$ cat config.mk
export PLATFORM = sky130hd
export DESIGN_NAME = fm_audio_decim_squelch
export DESIGN_NICKNAME = d
export VERILOG_FILES = /design/src/rtl/fm_audio_decim_squelch.sv
export SDC_FILE = /design/constraint.sdc
export NUM_CORES = 1
export LEC_CHECK = 0
export ABC_AREA = 1
export BUFFER_PORTS_ARGS = -buffer_cell sky130_fd_sc_hd__buf_2
export CAP_MARGIN = 20
export CORE_AREA = 2 2 152 154
export CTS_CLUSTER_DIAMETER = 120
export DETAILED_ROUTE_END_ITERATION = 6
export DIE_AREA = 0 0 154 156
export GPL_TIMING_DRIVEN = 0
export MAX_ROUTING_LAYER = met4
export PLACE_DENSITY = 0.56
export SLEW_MARGIN = 20
export SYNTH_ARGS = -nofsm -noshare
export SYNTH_HDL_FRONTEND = slang
export SYNTH_SLANG_ARGS = --single-unit
$ cat constraint.sdc
create_clock -name clk -period 4.1 [get_ports clk]
set_input_delay 0.41 -clock clk [delete_from_list [all_inputs] [get_ports clk]]
set_output_delay 0.41 -clock clk [all_outputs]
set_load 0.03 [all_outputs]
$ cat src/rtl/fm_audio_decim_squelch.sv
// fm_audio_decim_squelch: integrate-and-dump decimator, DC blocker, level meter and hysteretic squelch
module fm_audio_decim_squelch #(
  parameter int W        = 12,
  parameter int LOG2R    = 3,
  parameter int DCSH     = 8,
  parameter int LSH      = 4,
  parameter int OPEN_TH  = 200,
  parameter int CLOSE_TH = 100,
  parameter int HOLD     = 4
) (
  input  logic         clk,
  input  logic         rst,
  input  logic         en,
  input  logic [W-1:0] in,
  output logic [W-1:0] out,
  output logic         out_valid,
  output logic         sq_open
);
  localparam int HW = $clog2(HOLD + 1);
  localparam logic [W-1:0] OTH = W'(OPEN_TH);
  localparam logic [W-1:0] CTH = W'(CLOSE_TH);
  typedef enum logic [1:0] {CLOSED, OPENING, OPEN, CLOSING} st_t;
  logic [LOG2R-1:0] cnt;
  logic [W+LOG2R-1:0] sum, sum_n;
  logic [W-1:0] x, y, y2, y_n, ny, lvl;
  logic [W-2:0] a;
  logic [W+DCSH:0] dc_acc;
  logic [W:0] dc;
  logic [W+1:0] d;
  logic [W+LSH-1:0] lvl_acc;
  logic s0v, s1v, s2v, side, q, open_n;
  logic [HW-1:0] hcnt, hcnt_n, hn;
  st_t st, st_n;
  assign sum_n = sum + {{LOG2R{in[W-1]}}, in};
  assign dc = dc_acc[W+DCSH:DCSH];
  assign d = {{2{x[W-1]}}, x} - {dc[W], dc};
  // only y saturates; the tracker integrates the unsaturated difference
  assign y_n = (d[W+1:W-1] == 3'b000 || d[W+1:W-1] == 3'b111) ? d[W-1:0]
             : d[W+1] ? {1'b1, {(W-1){1'b0}}} : {1'b0, {(W-1){1'b1}}};
  assign ny = -y;
  assign a = y[W-1] ? (ny[W-1] ? '1 : ny[W-2:0]) : y[W-2:0];
  assign lvl = lvl_acc[W+LSH-1:LSH];
  assign sq_open = st == OPEN || st == CLOSING;
  always_comb begin
    side = st == CLOSED || st == OPENING;
    q = side ? lvl >= OTH : lvl < CTH;
    hn = (st == CLOSED || st == OPEN) ? HW'(1) : hcnt + HW'(1);
    st_n = st;
    hcnt_n = hcnt;
    if (s2v) begin
      hcnt_n = q ? hn : '0;
      st_n = q ? (hn >= HW'(HOLD) ? (side ? OPEN : CLOSED) : (side ? OPENING : CLOSING))
           : (st == OPENING ? CLOSED : st == CLOSING ? OPEN : st);
    end
    open_n = st_n == OPEN || st_n == CLOSING;
  end
  always_ff @(posedge clk) begin
    if (rst) begin
      cnt <= '0;
      sum <= '0;
      x <= '0;
      y <= '0;
      y2 <= '0;
      dc_acc <= '0;
      lvl_acc <= '0;
      s0v <= 1'b0;
      s1v <= 1'b0;
      s2v <= 1'b0;
      out <= '0;
      out_valid <= 1'b0;
      st <= CLOSED;
      hcnt <= '0;
    end else begin
      s0v <= en && &cnt;
      if (en) begin
        cnt <= cnt + LOG2R'(1);
        sum <= &cnt ? '0 : sum_n;
        if (&cnt) x <= sum_n[W+LOG2R-1:LOG2R];
      end
      s1v <= s0v;
      if (s0v) begin
        y <= y_n;
        dc_acc <= dc_acc + {{(DCSH-1){d[W+1]}}, d};
      end
      s2v <= s1v;
      if (s1v) begin
        lvl_acc <= lvl_acc + {{(LSH+1){1'b0}}, a} - (lvl_acc >> LSH);
        y2 <= y;
      end
      out_valid <= s2v;
      if (s2v) out <= open_n ? y2 : '0;
      st <= st_n;
      hcnt <= hcnt_n;
    end
  end
endmodule

Word-level counts from Yosys, hierarchy flattened:

Index checks and enable logic that the tools add are counted.

* multiplexer cells: 16
* divide/modulo/power cells: 0
* equality and inequality tests: 6
* bitwise logic cells: 0
* $add $sub $neg: 8
* order comparisons: 3
* $mul: 0
* reductions and logical operators: 10
* shift operators: 0

Operators with widths (number)
* $mux W12: 3
* $mux W11: 2
* $add A21 B21 Y21: 1
* $add A16 B11 Y16: 1
* $sub A16 B12 Y16: 1
* $add A15 B15 Y15: 1
* $mux W15: 1
* $mux W2: 7
* $sub A12 B13 Y14: 1
* $ge A12 B8 Y1 const B: 1
* $lt A12 B7 Y1 const B: 1
* $neg A12 Y12: 1
* $eq A2 B2 Y1 const B: 4
* $add A3 B1 Y3 const B: 2
* $mux W3: 2
* $logic_or A1 B1 Y1: 5
* $reduce_and A4 Y1: 1
* $eq A3 B3 Y1 const B: 1
* $ge A3 B3 Y1 const B: 1
* $logic_not A3 Y1: 1
* $reduce_and A3 Y1: 1
* $eq A2 B1 Y1 const B: 1
* $logic_not A2 Y1: 1
* $logic_and A1 B1 Y1: 1
* $mux W1: 1

* memory bits (read-only): 0
* latch bits: 0
* bits in registers: 112
* RAM bits: 0
* output and inout port bits: 14
* memories: 0

Logic depth before layout (Yosys ltp):

* word-level depth: 10
* gate-level depth with buffers: 24

Worst setup path after synthesis:

OpenSTA, ideal clock, no wires.

* kind: flip-flop to flip-flop
* start point: register y[2]
* end point: register lvl_acc[8]
* path slack: 899 ps
* library setup time: 115 ps
* period minus slack after synthesis: 3201 ps
* arrival: 3085 ps
* cell stages (with the launch flop): 19
* buffers on the path: 0
* data required time: 3985 ps
* path through: dfxtp_1 -> inv_1 -> nand3_1 -> nor2_1 -> nand2_1 -> nor3_2 -> nand3_1 -> nor3_2 -> nand2_2 -> nand3_1 -> fa_1 -> ha_1 -> a21oi_1 -> o21ai_0 -> a21oi_1 -> o21ai_0 -> xor2_1 -> o21ai_0 -> inv_1

* longest elaborated chain between the ends: 5

RTL lines
* from (decl): line 25 `logic [W-1:0] x, y, y2, y_n, ny, lvl;`
* from (signal assigned): line 82 `y <= y_n;`
* $neg A12 Y12: line 40 `assign ny = -y;`
* $mux W11: line 41 `assign a = y[W-1] ? (ny[W-1] ? '1 : ny[W-2:0]) : y[W-2:0];`
* $mux W11 (*): line 41
* $add A16 B11 Y16 (*): line 87 `lvl_acc <= lvl_acc + {{(LSH+1){1'b0}}, a} - (lvl_acc >> LSH);`
* $sub A16 B12 Y16 (*): line 87
* to (signal assigned): line 87
* to (decl): line 30 `logic [W+LSH-1:0] lvl_acc;`

Mark *: on every way between the ends. The rest lies on a longest branch, timed or not.
A chain may end at the register's enable or synchronous reset.

Worst setup path after layout:

* start point: register y[0]
* end point: register lvl_acc[12]

The elaborated chain is that of the path after synthesis.

==> impl_metrics.ini <==
[finish]
area_growth_pct = 10.2
nNetsFinal = 1352
n_antenna_cell = 0
drive_gt1_share_pct = 7.50
final_common_cell = nand2_1
final_cell_mix = nand2_1, inv_1, a21oi_1

[yosys]
synth-edff-count = 0
async_reset_ff_share_pct = 0
ys_seq_elements = 112
synthDistinctLibCells = 41
syn_avg_cell_area_um2 = 6.76
syn_nets = 1314
yosysSeqAreaShare_pct = 27.4
yosys_warnings = 0
synth_flop_cell = dfxtp_1
synthCells = 1211
synthesis.area_um2 = 8180

[die]
initial_utilization_pct = 36.6
die_h_um = 156
ios = 29
die_w_um = 154
core_um2 = 22400
die-area_um2 = 24000
std_cell_rows = 55

[pwr]
powerDensity_nw_per_um2 = 280
p_clk_share_pct = 38.1
p_leak_nw = 4.47
p_sw_share_pct = 32.0
combPwrFrac_pct = 17.3
intPower_mw = 1.71
p_sw_mw = 0.806
ir_drop_v = 0.000208
p_seq_share_pct = 44.6

[grt]
grt_pass1_wl_um = 36000
track_usage_pct = 19.2
overflow = 0
grt_pass1_vias = 7096
grt_max_degree = 25
antenna_found_initial = 0

[critical_path]
startpoint_type = flop
endpoint_kind = flop
reg2regPathDepth = 21
arrival_ns = 3.97
required_ns = 4.37
crit_type = reg -> reg
crit_fanout = 9

[timing]
holdWs_ns = 0.307
slew_headroom_pct = 48.2
finalHoldViolations = 0
rsz0062_at_grt = no
fin_skew_ns = 0.0124
fin_crit_sh_pct = 90.2
fin_crit_ns = 3.70
drv_slew = 0
finalSetupViolCount = 0
tns_ns = 0
worst_pin_slew_ns = 0.777
fmax_ghz = 0.271

[placed_design]
port_buffers = 28
dp_hpwl_um = 18000
place_congestion = 0.921

[clocking]
cts_sinks = 112
cts.htree.levels = 3
insertion_delay_ns = 0.37
cts-root-buf = clkbuf_16
cts_buffer_depth = 2
cts_tree = built
hold_buffers = 0
cts.clk_slew.worst_paths_ns = 0.09
numCtsBuffers = 9

[drt]
postRouteAntennaNets = 0
drc = 0
num_vias = 7534
via_per_inst = 4.90
drt_iter0_markers = 503
wl_um = 22100
wl_per_cell_um = 14.4
firstDrtPassIters = 5

[hold_path]
min_path_cells = 3
holdCritPathClass = in -> reg

[run]
max-cap-violations = 0

[run_status]
status = complete, no violations
==> through the flow <==
step                std cells  setup slack [ns]  util (%)  power (mW)  cell area, um2
finish                   1539             0.404      40.3        2.52            9020
global route             1539            0.0187      40.3        2.65            9020
CTS                      1540             0.137      40.3        2.54            9000
detailed placement       1524             0.170      38.8        1.58            8680
global placement         1524             0.190      38.8        1.58            8680
floorplan                1211             0.899         -        1.47            8180
==> path summary, 6_finish.rpt <==
check                             from     endpoint  slack, ns
worst max-delay path              y[0]  lvl_acc[12]       0.40
worst min-delay path                en          s0v       0.31
worst max register to register    y[0]  lvl_acc[12]       0.40
worst min register to register  out[1]       out[1]       0.46
==> layout make-up <==
type | count | area [um2]
fill | 2400 | 13300
clock buffer | 9 | 225
buffer | 31 | 139
timing repair buffer | 28 | 140
inverter | 174 | 656
multi-input combinational | 893 | 5160
clock inverter | 7 | 101
tap | 285 | 357
sequential | 112 | 2240
==> kinds of logic (layout without fill, tap and decap cells) <==
logic type	count (synthesis)	after routing	synth area share, %
AND/OR/NAND/NOR	493	493	25.8
XOR/XNOR	36	36	3.85
adder cells (fa/ha/maj)	88	88	14.7
flip-flops	112	112	27.4
buffers and inverters	206	249	9.76
AO/OA/AOI/OAI	276	276	18.5
==> per-layer routing <==
| metal | track usage [%] | part of all wire [%] |
|---|---|---|
| met4 | 4.63 | 1.7 |
| met1 | 24.8 | 49 |
| met3 | 2.69 | 3.2 |
| met2 | 31.8 | 46 |
| met5 | - | 0 |
==> timing repair <==
item | CTS | global route
resized for setup | 0 | 4
setup endpoints to repair | 0 | 6
buffers inserted | 0 | 0
endpoints found under the hold margin | 0 | 0
==> registers in the layout, summed over array words and instances (netlist names) <==
register   count
s2v            1
out_valid      1
st             2
s0v            1
dc_acc        21
x             12
y2            12
sum           15
y             12
lvl_acc       16
cnt            3
s1v            1
out           12
hcnt           3
==> cells in the mapped netlist, types with 2 or more instances <==
library cell / number / share of area [%]
a21boi_0: 2 / 0.18
a21o_1: 5 / 0.46
a21oi_1: 119 / 7.3
a21oi_2: 13 / 1.4
a31oi_1: 5 / 0.38
buf_1: 2 / 0.092
buf_2: 2 / 0.12
clkbuf_1: 26 / 1.2
clkinv_1: 3 / 0.14
dfxtp_1: 112 / 27
fa_1: 14 / 3.4
ha_1: 74 / 11
inv_1: 168 / 7.7
inv_2: 2 / 0.092
nand2_1: 251 / 12
nand2_2: 18 / 1.4
nand2_4: 2 / 0.28
nand3_1: 73 / 4.5
nand3_2: 2 / 0.24
nand3b_1: 3 / 0.28
nand4_1: 17 / 1.3
nor2_1: 112 / 5.1
nor3_1: 7 / 0.43
nor3_2: 3 / 0.37
o211ai_1: 7 / 0.64
o21ai_0: 106 / 6.5
o21ai_1: 4 / 0.24
o21bai_1: 7 / 0.64
o31ai_1: 4 / 0.37
or2_2: 3 / 0.23
xnor2_1: 15 / 1.6
xor2_1: 21 / 2.2
==> power by group through the flow <==
stage	registers, mW	logic (mW)	clock network (mW)
after global placement	1.15	0.430	0
after CTS	1.12	0.433	0.987
after global routing	1.13	0.492	1.03
final	1.12	0.436	0.960
after floorplan	1.15	0.328	0
after detailed placement	1.15	0.432	0
==> worst max-delay path: stages (launching register included) <==
cell      delay (ns)
dfxtp_1         0.32
inv_1           0.16
nand3_1         0.15
nor2_1          0.12
nand2_1         0.09
nor3_2          0.16
nand3_1         0.16
nor3_2          0.21
nand2_2         0.18
nand3_1         0.17
fa_1            0.44
ha_1            0.40
a21oi_1         0.20
o21ai_2         0.12
a21oi_4         0.20
o21bai_1        0.12
nand2_1         0.09
nand2_1         0.05
nand2_1         0.07
nand3_1         0.07
nand2_1         0.09
inv_1           0.04
No activity file was read; power rests on OpenSTA's default activity.
